File: src/rtl/pipe_adder_pkg.sv
// Shared types and the segment adder used by pipe_adder.
// Optional feature macro: PIPE_ADDER_OVF_EN (signed overflow output).
package pipe_adder_pkg;

    localparam int unsigned DEFAULT_WIDTH = 32;
    localparam int unsigned DEFAULT_SEG_W = 8;
    // Widest segment the ripple helper can handle.
    localparam int unsigned MAX_SEG_W     = 128;

    typedef struct packed {
        logic                 carry;  // carry out of the segment MSB
        logic                 c_msb;  // carry into the segment MSB
        logic [MAX_SEG_W-1:0] sum;    // only the low n bits are meaningful
    } seg_res_t;

    // Ripple-add the low n bits of a_seg and b_seg with c_in.
    function automatic seg_res_t seg_add(
        input logic [MAX_SEG_W-1:0] a_seg,
        input logic [MAX_SEG_W-1:0] b_seg,
        input logic                 c_in,
        input int unsigned          n
    );
        seg_res_t r;
        logic     c;
        r = '0;
        c = c_in;
        for (int unsigned i = 0; i < MAX_SEG_W; i++) begin
            if (i < n) begin
                r.sum[i] = a_seg[i] ^ b_seg[i] ^ c;
                if (i == n - 1) begin
                    r.c_msb = c;
                end
                c = (a_seg[i] & b_seg[i]) | (a_seg[i] & c) | (b_seg[i] & c);
            end
        end
        r.carry = c;
        return r;
    endfunction

endpackage

File: src/rtl/pipe_adder_seg.sv
// One pipeline stage of pipe_adder: resolves segment IDX of the sum and
// forwards operands, partial sum, carry and valid to the next stage.
// Optional feature macro: PIPE_ADDER_OVF_EN.
module pipe_adder_seg
    import pipe_adder_pkg::*;
#(
    parameter int unsigned WIDTH = DEFAULT_WIDTH,
    parameter int unsigned SEG_W = DEFAULT_SEG_W,
    parameter int unsigned IDX   = 0
) (
    input  logic             clk,
    input  logic             rst_n,
    input  logic             en,
    input  logic             valid_i,
    input  logic [WIDTH-1:0] a_i,
    input  logic [WIDTH-1:0] b_i,
    input  logic [WIDTH-1:0] sum_i,
    input  logic             carry_i,
    output logic             valid_o,
    output logic [WIDTH-1:0] a_o,
    output logic [WIDTH-1:0] b_o,
    output logic [WIDTH-1:0] sum_o,
    output logic             carry_o
`ifdef PIPE_ADDER_OVF_EN
    ,
    output logic             ovf_o
`endif
);

    localparam int unsigned LO = IDX * SEG_W;

    logic [MAX_SEG_W-1:0] a_ext;
    logic [MAX_SEG_W-1:0] b_ext;
    seg_res_t             res;

    logic             valid_q, valid_d;
    logic [WIDTH-1:0] a_q, a_d;
    logic [WIDTH-1:0] b_q, b_d;
    logic [WIDTH-1:0] sum_q, sum_d;
    logic             carry_q, carry_d;
`ifdef PIPE_ADDER_OVF_EN
    logic             ovf_q, ovf_d;
`endif

    // Segment add plus next-state selection: load on advance, hold otherwise.
    always_comb begin
        a_ext = '0;
        b_ext = '0;
        a_ext[SEG_W-1:0] = a_i[LO +: SEG_W];
        b_ext[SEG_W-1:0] = b_i[LO +: SEG_W];
        res = seg_add(a_ext, b_ext, carry_i, SEG_W);

        valid_d = valid_q;
        a_d     = a_q;
        b_d     = b_q;
        sum_d   = sum_q;
        carry_d = carry_q;
`ifdef PIPE_ADDER_OVF_EN
        ovf_d   = ovf_q;
`endif
        if (en) begin
            valid_d = valid_i;
            a_d     = a_i;
            b_d     = b_i;
            sum_d   = sum_i;
            sum_d[LO +: SEG_W] = res.sum[SEG_W-1:0];
            carry_d = res.carry;
`ifdef PIPE_ADDER_OVF_EN
            ovf_d   = res.carry ^ res.c_msb;
`endif
        end
    end

    // Stage registers, cleared asynchronously.
    always_ff @(posedge clk or negedge rst_n) begin
        if (!rst_n) begin
            valid_q <= 1'b0;
            a_q     <= '0;
            b_q     <= '0;
            sum_q   <= '0;
            carry_q <= 1'b0;
`ifdef PIPE_ADDER_OVF_EN
            ovf_q   <= 1'b0;
`endif
        end else begin
            valid_q <= valid_d;
            a_q     <= a_d;
            b_q     <= b_d;
            sum_q   <= sum_d;
            carry_q <= carry_d;
`ifdef PIPE_ADDER_OVF_EN
            ovf_q   <= ovf_d;
`endif
        end
    end

    assign valid_o = valid_q;
    assign a_o     = a_q;
    assign b_o     = b_q;
    assign sum_o   = sum_q;
    assign carry_o = carry_q;
`ifdef PIPE_ADDER_OVF_EN
    assign ovf_o   = ovf_q;
`endif

endmodule

File: src/rtl/pipe_adder.sv
// Pipelined add/subtract unit with valid/ready handshake. WIDTH is split into
// STAGES = WIDTH/SEG_W carry-chained segments, one register stage each.
// Optional feature macro: PIPE_ADDER_OVF_EN (adds the ovf output).
module pipe_adder
    import pipe_adder_pkg::*;
#(
    parameter int unsigned WIDTH = DEFAULT_WIDTH,
    parameter int unsigned SEG_W = DEFAULT_SEG_W
) (
    input  logic             clk,
    input  logic             rst_n,
    input  logic             in_valid,
    output logic             in_ready,
    input  logic [WIDTH-1:0] a,
    input  logic [WIDTH-1:0] b,
    input  logic             cin,
    input  logic             sub,
    output logic             out_valid,
    input  logic             out_ready,
    output logic [WIDTH-1:0] sum,
    output logic             cout
`ifdef PIPE_ADDER_OVF_EN
    ,
    output logic             ovf
`endif
);

    localparam int unsigned STAGES = WIDTH / SEG_W;

    if ((WIDTH % SEG_W) != 0 || SEG_W == 0 || SEG_W > MAX_SEG_W) begin : g_bad_cfg
        $error("pipe_adder: WIDTH must be a non-zero multiple of SEG_W (SEG_W <= MAX_SEG_W)");
    end

    logic             en;
    logic             valid_c [0:STAGES];
    logic [WIDTH-1:0] a_c     [0:STAGES];
    logic [WIDTH-1:0] b_c     [0:STAGES];
    logic [WIDTH-1:0] sum_c   [0:STAGES];
    logic             carry_c [0:STAGES];
`ifdef PIPE_ADDER_OVF_EN
    logic             ovf_c   [1:STAGES];
`endif

    // Whole pipe advances unless the output slot is full and not taken.
    always_comb begin
        en = out_ready | ~out_valid;
    end

    assign in_ready   = en;
    assign valid_c[0] = in_valid & en;
    assign a_c[0]     = a;
    assign b_c[0]     = b ^ {WIDTH{sub}};
    assign sum_c[0]   = '0;
    assign carry_c[0] = cin ^ sub;

    for (genvar k = 0; k < STAGES; k++) begin : g_stage
        pipe_adder_seg #(
            .WIDTH (WIDTH),
            .SEG_W (SEG_W),
            .IDX   (k)
        ) u_seg (
            .clk     (clk),
            .rst_n   (rst_n),
            .en      (en),
            .valid_i (valid_c[k]),
            .a_i     (a_c[k]),
            .b_i     (b_c[k]),
            .sum_i   (sum_c[k]),
            .carry_i (carry_c[k]),
            .valid_o (valid_c[k+1]),
            .a_o     (a_c[k+1]),
            .b_o     (b_c[k+1]),
            .sum_o   (sum_c[k+1]),
            .carry_o (carry_c[k+1])
`ifdef PIPE_ADDER_OVF_EN
            ,
            .ovf_o   (ovf_c[k+1])
`endif
        );
    end

    assign out_valid = valid_c[STAGES];
    assign sum       = sum_c[STAGES];
    assign cout      = carry_c[STAGES];
`ifdef PIPE_ADDER_OVF_EN
    assign ovf       = ovf_c[STAGES];
`endif

endmodule

File: config.mk
export PLATFORM = sky130hd
export DESIGN_NAME = pipe_adder
export DESIGN_NICKNAME = d
export VERILOG_FILES = /design/src/rtl/pipe_adder_pkg.sv /design/src/rtl/pipe_adder_seg.sv /design/src/rtl/pipe_adder.sv
export SDC_FILE = /design/constraint.sdc
export NUM_CORES = 1
export LEC_CHECK = 0
export ABC_CLOCK_PERIOD_IN_PS = 7400
export CELL_PAD_IN_SITES_DETAIL_PLACEMENT = 1
export CELL_PAD_IN_SITES_GLOBAL_PLACEMENT = 2
export CORE_AREA = 3 3 235 145
export DETAILED_ROUTE_END_ITERATION = 10
export DIE_AREA = 0 0 238 148
export HOLD_SLACK_MARGIN = 0.02
export PLACE_DENSITY_LB_ADDON = 0.1
export SYNTH_ARGS = -nofsm -noshare
export SYNTH_HDL_FRONTEND = slang
export SYNTH_HIERARCHICAL = 1
export SYNTH_SLANG_ARGS = --single-unit
File: constraint.sdc
create_clock -name clk -period 7.4 [get_ports clk]
set_input_delay 1.11 -clock clk [delete_from_list [all_inputs] [get_ports clk]]
set_output_delay 1.11 -clock clk [all_outputs]
set_load 0.03 [all_outputs]
* After elaboration in Yosys (flattened, before gate mapping)
Index checks and enable logic that the tools add are counted.
** Storage, ports and cells
- Flip-flop bits (word level) :: 280
- Latch bits :: 0
- Memory bits (writable) :: 0
- Bits in read-only memories :: 0
- Bits of input ports :: 70
- Output and inout bits :: 35
- Logic and storage cells :: 247
- Memories :: 0
** Operators by class
- $add $sub $neg :: 0
- $mul :: 0
- Divide/modulo/power cells :: 0
- Order comparisons :: 0
- Eq/ne operators :: 0
- Shift-type cells :: 0
- Multiplexer cells :: 0
- Bitwise operators :: 229
- Reduce and logical (&&, ||, !) cells :: 0
** Operators by type and width (number)
- 1-bit AND :: 97
- 1-bit OR :: 65
- 1-bit bitwise XOR :: 65
- 32-bit bitwise XOR :: 1
- 1-bit NOT :: 1

* Logic depth before layout (Yosys ltp)
Gate-level depths: netlist of the first run.
- Depth after elaboration :: 25
- Mapped depth :: 15

* By module
The synthesis of the first run kept the hierarchy.
** By module, submodules not included
- pipe_adder_seg (g_stage[0].u_seg ...) :: instances 3, cells each 225, area each 3893.7 µm², sequential area each 2452.4 µm²
- pipe_adder_seg (g_stage[1].u_seg) :: instances 1, cells each 225, area each 3856.2 µm², sequential area each 2452.4 µm²
- pipe_adder :: instances 1, cells each 40, area each 376.6 µm², sequential area each 0.0 µm²

* Worst setup path after synthesis of the first run
OpenSTA, ideal clock, no wires.
- Path type :: input to register
- Start :: input port sub
- End :: register g_stage[0].u_seg.sum_q[7]
- Arrival :: 4.622 ns
- Path slack :: 2.698 ns
- Stages on the path :: 15
- Buffers on the path :: 2
- Path through :: buf_6 buf_12 xor2_1 inv_1 fa_1 inv_1 fa_1 fa_1 fa_1 fa_1 fa_1 fa_1 inv_1 fa_1 mux2i_1
** RTL lines
- from (decl) :: RTL line pipe_adder.sv:17 : input logic sub,
- to (signal assigned) :: RTL line pipe_adder_seg.sv:89 : sum_q <= sum_d;
- to (decl) :: RTL line pipe_adder_seg.sv:39 : logic [WIDTH-1:0] sum_q, sum_d;

==> impl_metrics.csv, run 1 <==
group,metric,value,unit
status,status,"complete, no violations",
power_and_ir_drop,power_density,412,nW/um2
power_and_ir_drop,vdd_drop_max,0.151,mV
cts,cts_root_buf,"clkbuf_16",
critical_path,cp.required,7.75,ns
critical_path,end_kind,"flop",
worst_hold_path,worstHoldPathCells,1,
grt,track_usage,9.65,%
detailed_routing,drc,0,
detailed_routing,vias,4097,
die,die_area,35200,um2
cts,clkSinkCount,184,
detailed_routing,drtAntennaViolNets,0,
die,start_util,25.3,%
critical_path,ff2ff_setup_slack,3.55,ns
critical_path,crit_slowest_cell,"clkdlybuf4s50_1",
detailed_routing,wl_per_cell,15.3,um
timing,final.setup_skew,0.0119,ns
timing,finalHoldViolations,0,
detailed_routing,wl_met2,7280,um
layout,area_growth,23.0,%
critical_path,critical_path.cell_chain,"clkdlybuf4s50_1 -> xor2_1 -> inv_1 -> fa_1 -> inv_1 -> fa_1 -> fa_1 -> fa_1 -> fa_1 -> fa_1 -> fa_1 -> inv_1 -> fa_1 -> mux2i_1",
detailed_routing,highest_layer,"met4",
synthesis,avgSynthCellArea,15.9,um2
detailed_routing,wl_met1,7810,um
layout,final_cells,1039,
worst_hold_path,min_to,"g_stage[3].u_seg/sum_o[7]",
cts,htreeDepth,4,
synthesis,syn_area,8120,um2
layout,multi_input_area,3060,um2
die,ios,105,
detailed_routing,drt_wl_total,15900,um
synthesis,syn-num-nets,614,
cts,clkTransAtPathRegs,0.07,ns
layout,seqCellArea,4600,um2
worst_hold_path,min_path_type,"reg2reg",
placement,hpwl,10200,um
critical_path,path_max_fanout,1,
timing,fin_crit_sh,61.5,%
layout,diodes,0,
critical_path,critPathMostFrequentCell,"fa_1",
timing,rsz0062_at_grt,"false",
die,num_rows,51,
synthesis,yosys_warnings,6,
die,coreArea,32100,um2
detailed_routing,firstDrtPassIters,4,
grt,antenna_found_initial,0,
critical_path,cp.arrival,4.90,ns
layout,final_nets,704,
timing,slew_viol_final,0,
critical_path,worstSetupPathType,"in2reg",
timing,timing.hold.ws,0.496,ns
grt,grt_pass1_wl,26100,um
cts,cts_resized,0,
critical_path,rr_worst_depth,12,
cts,cts_hold_buf,0,
critical_path,cp-start-kind,"input port",
timing,worstMarginPinSlew,1.14,ns
grt,overflow,0,
detailed_routing,drt_first_iter_violations,140,
timing,fin_ws,2.85,ns
placement,place_area,9410,um2
layout,postLayoutCoreUtil,31.1,%
power_and_ir_drop,leakage,4.32,nW
timing,setup_viol,0,
timing,totalNegativeSetupSlack,0,ns
cts,cts_max_path_buffers,2,
grt,grt_max_degree,110,
placement,gp_congestion,0.693,
placement,place_ws,2.33,ns
critical_path,critPathMaxStageDelay,0.42,ns
cts,clkLatencyLatePin,0.44,ns
cts,cts_tree,"yes",
critical_path,rr_endpoint,"g_stage[3].u_seg/sum_o[31]",
cts,cts-buffers-inserted,17,
run,cap_violations,0,
critical_path,timing.rr.start,"g_stage[2].u_seg/a_o[24]",
die,chipHeight,148,um
worst_hold_path,min_from,"g_stage[2].u_seg/sum_o[7]",
power_and_ir_drop,finalPower,4.11,mW
detailed_routing,routed-wl-met3,573,um
grt,grt_pass1_vias,4737,
die,die_x,238,um
layout,finalInstanceArea,9990,um2
timing,slew_headroom,24.0,%
timing,finalCriticalPeriod,4.55,ns
cts,cts_setup_buffers,0,
layout,drive_gt1_share,34.3,%
placement,io_buffers,104,
placement,placedCellCount,1007,
synthesis,syn_inst,512,
detailed_routing,viasPerCell,3.94,
layout,fillers,3340,
timing,fmax,0.220,GHz
[worst max-delay path by stage]
| stage | start | end | slack, ns | cells after the start |
|---|---|---|---|---|
| final | b[0] | g_stage[0].u_seg/sum_o[7] | 2.85 | 14 |
| after global routing | b[0] | g_stage[0].u_seg/sum_o[7] | 2.72 | 14 |
| after CTS | b[0] | g_stage[0].u_seg/sum_o[7] | 2.82 | 14 |
| after detailed placement | b[0] | g_stage[0].u_seg/sum_o[7] | 2.33 | 14 |
| after global placement | b[0] | g_stage[0].u_seg/sum_o[7] | 2.40 | 14 |
| after floorplan | sub | g_stage[0].u_seg/sum_o[7] | 2.71 | 15 |
[sequential cells by signal (all words and copies together), names as in the netlist]
name / flops
g_stage.u_seg/sum_o: 80
g_stage.u_seg/a_o: 48
g_stage.u_seg/b_o: 48
g_stage.u_seg/carry_o: 4
g_stage.u_seg/valid_o: 4
[power by group]
part	leakage, nW	internal (mW)	total, mW	switching [mW]
clock	0.268	0.484	0.892	0.409
combinational	1.91	0.862	1.53	0.667
sequential	2.15	1.44	1.69	0.248
[worst max-delay path: cells and delay by family]
family	cells	cell delay [ns]
adders and majority gates	8	2.87
buffers and inverters	4	0.62
xor gates and xnor gates	1	0.15
muxes	1	0.15
[final cells by class]
class / instances / share of cell area (%)
clock buffer: 19 / 4.54
tap: 424 / 5.31
timing repair buffer: 108 / 10.7
sequential: 184 / 46.1
multi-input combinational: 252 / 30.7
clock inverter: 13 / 1.22
inverter: 39 / 1.47
[layout by cell type (no fill, tap or decap), drive strengths merged]
| master | count |
|---|---|
| buf | 5 |
| dfrtp | 184 |
| a21oi | 1 |
| mux2i | 11 |
| nor2 | 1 |
| nand2b | 1 |
| fa | 32 |
| clkinvlp | 5 |
| bufinv | 1 |
| and2 | 1 |
| inv | 41 |
| clkinv | 5 |
| clkbuf | 20 |
| xor2 | 33 |
| clkdlybuf4s50 | 102 |
| mux2 | 172 |
[routing by layer]
layer | up-vias | track usage (%)
li1 | 1869 | -
met3 | 11 | 3.28
met2 | 52 | 14.7
met4 | 0 | 3.17
met1 | 2165 | 12.9
met5 | - | 0
(Power assumes the default switching activity.)
==> inputs of run 2 (changes only) <==
ABC_CLOCK_PERIOD_IN_PS = 4750   (was 7400)
CORE_AREA = 3 3 245 151   (was 3 3 235 145)
DIE_AREA = 0 0 248 154   (was 0 0 238 148)
clock period = 4.75 ns   (was 7.4 ns; I/O delays follow)
==> run 2 against run 1 <==
Worst setup slack lost 2.3 ns; global-route usage down 0.48 points; cell area grew 1.0%; worst hold slack got worse by 0.19 ns; sequential cell count unchanged; register-to-register slack lost 2.7 ns; power up 58%; via count down 0.29%.
==> impl_metrics.csv, run 2 (synthesis gave the netlist of run 1 again) <==
group,metric,value,unit
status,status,"complete, no violations",
cts,cts_root_buf,"clkbuf_16",
timing,totalNegativeSetupSlack,0,ns
timing,fin_crit_sh,87.4,%
timing,finalCriticalPeriod,4.15,ns
power_and_ir_drop,clockPowerShare,22.5,%
power_and_ir_drop,power_density,642,nW/um2
detailed_routing,drc,0,
cts,cts_resized,0,
grt,grt_pass1_vias,4875,
cts,cts_tree,"yes",
detailed_routing,viasPerCell,3.77,
cts,clkLatencyLatePin,0.44,ns
critical_path,rr_worst_depth,12,
cts,cts-buffers-inserted,17,
timing,slew_headroom,25.9,%
grt,overflow,0,
power_and_ir_drop,pwr-share-comb,36.8,%
timing,final.setup_skew,0.00709,ns
layout,area_growth,24.2,%
cts,clkTransAtPathRegs,0.06,ns
die,ios,105,
layout,diodes,0,
die,coreArea,34800,um2
cts,htreeDepth,4,
die,die_area,38200,um2
placement,hpwl,10500,um
critical_path,ff2ff_setup_slack,0.88,ns
grt,antenna_found_initial,0,
timing,setup_viol,0,
timing,slew_viol_final,0,
power_and_ir_drop,vdd_drop_max,0.251,mV
critical_path,cp-start-kind,"input port",
cts,cts_setup_buffers,0,
detailed_routing,wl_per_cell,15.0,um
critical_path,cp.required,5.10,ns
critical_path,crit_slowest_cell,"clkdlybuf4s50_1",
layout,final_common_cell,"dfrtp_1",
power_and_ir_drop,finalPower,6.48,mW
die,die_x,248,um
detailed_routing,drt_wl_total,16200,um
detailed_routing,drtAntennaViolNets,0,
layout,largest_reg_flops,80,
layout,final_nets,706,
critical_path,cp.arrival,4.50,ns
power_and_ir_drop,leakage,4.35,nW
worst_hold_path,min_path_type,"in2async",
die,start_util,23.3,%
die,chipHeight,154,um
power_and_ir_drop,p_int,4.43,mW
layout,drive_gt1_share,34.3,%
placement,io_buffers,104,
layout,fillers,3660,
timing,finalHoldViolations,0,
critical_path,critical_path.cell_chain,"clkdlybuf4s50_1 -> xor2_1 -> inv_1 -> fa_1 -> inv_1 -> fa_1 -> fa_1 -> fa_1 -> fa_1 -> fa_1 -> fa_1 -> inv_1 -> fa_1 -> mux2i_1",
critical_path,worstSetupPathType,"in2reg",
critical_path,timing.rr.start,"g_stage[2].u_seg/carry_o",
power_and_ir_drop,p_switching,2.05,mW
timing,worstMarginPinSlew,1.11,ns
die,num_rows,53,
critical_path,critPathMaxStageDelay,0.44,ns
layout,final_cell_mix,"184 x dfrtp_1, 157 x mux2_2, 102 x clkdlybuf4s50_1, 39 x inv_1, 33 x xor2_1",
power_and_ir_drop,sw_frac_of_total,31.6,%
cts,clkSinkCount,184,
grt,grt_pass1_wl,26800,um
cts,cts_hold_buf,0,
critical_path,startpoint,"cin",
critical_path,cp-endpoint,"g_stage[0].u_seg/sum_o[7]",
critical_path,rr_endpoint,"g_stage[3].u_seg/sum_o[31]",
grt,track_usage,9.17,%
detailed_routing,firstDrtPassIters,4,
detailed_routing,drt_first_iter_violations,141,
cts,cts_max_path_buffers,2,
run,cap_violations,0,
critical_path,path_max_fanout,1,
critical_path,end_kind,"flop",
power_and_ir_drop,p_seq_share,40.7,%
grt,grt_max_degree,187,
timing,rsz0062_at_grt,"false",
detailed_routing,vias,4085,
critical_path,critPathMostFrequentCell,"fa_1",
timing,fmax,0.241,GHz
placement,gp_congestion,0.665,
## run 2: cell count changes in the layout (fill, tap and decap cells not counted), sizes merged
cell	change
buf	+2
bufinv	+2
clkinv	-2
inv	-1
## run 2: power groups by stage
| stage | clock [mW] | combinational [mW] | sequential, mW |
|---|---|---|---|
| after floorplan | 0 | 1.51 | 2.85 |
| after global placement | 0 | 2.39 | 2.66 |
| after detailed placement | 0 | 2.43 | 2.69 |
| after CTS | 1.55 | 2.45 | 2.66 |
| after global routing | 1.61 | 2.63 | 2.75 |
| final | 1.46 | 2.38 | 2.64 |
## run 2: worst min-delay path by stage
stage,from,endpoint,slack (ns),cells past startpoint
final,rst_n,g_stage[0].u_seg/b_o[26],0.31,1
after global routing,rst_n,g_stage[0].u_seg/b_o[26],0.34,1
after CTS,rst_n,g_stage[0].u_seg/b_o[26],0.33,1
after detailed placement,g_stage[2].u_seg/sum_o[13],g_stage[3].u_seg/sum_o[13],0.49,1
after global placement,g_stage[2].u_seg/sum_o[6],g_stage[3].u_seg/sum_o[6],0.48,1
after floorplan,rst_n,g_stage[0].u_seg/a_o[10],0.42,0
## run 2: metrics by stage
step / std cells / utilization [%] / instance area, um2 / setup WS [ns] / hold WS [ns]
after floorplan: 512 / - / 8120 / 0.462 / 0.417
after global placement: 1052 / 27.3 / 9490 / 0.125 / 0.484
after detailed placement: 1052 / 27.3 / 9490 / 0.115 / 0.488
after CTS: 1083 / 29.0 / 10100 / 0.580 / 0.325
after global routing: 1083 / 29.0 / 10100 / 0.478 / 0.343
final: 1083 / 29.0 / 10100 / 0.596 / 0.309
## run 2: critical path: cells and delay by family
kind                       cells  cell delay [ns]
muxes                          1             0.13
xor gates and xnor gates       1             0.15
adders and majority gates      8             2.86
buffers and inverters          4             0.64
## run 2: per-layer routing
metal,GRT usage (%),wire [um],up-vias
li1,-,-,1864
met1,11.6,7590,2152
met2,14.6,7750,53
met3,3.12,661,16
met4,3.25,228,0
met5,0,0,-
## run 2: cell type report
| type | count | area, um2 | share of cell area, % |
|---|---|---|---|
| Inverter | 39 | 146 | 1.45 |
| Clock buffer | 19 | 443 | 4.39 |
| Timing Repair Buffer | 110 | 1100 | 10.9 |
| Sequential cell | 184 | 4600 | 45.6 |
| Multi-Input combinational cell | 252 | 3060 | 30.3 |
| Tap cell | 467 | 584 | 5.79 |
| Clock inverter | 12 | 151 | 1.50 |
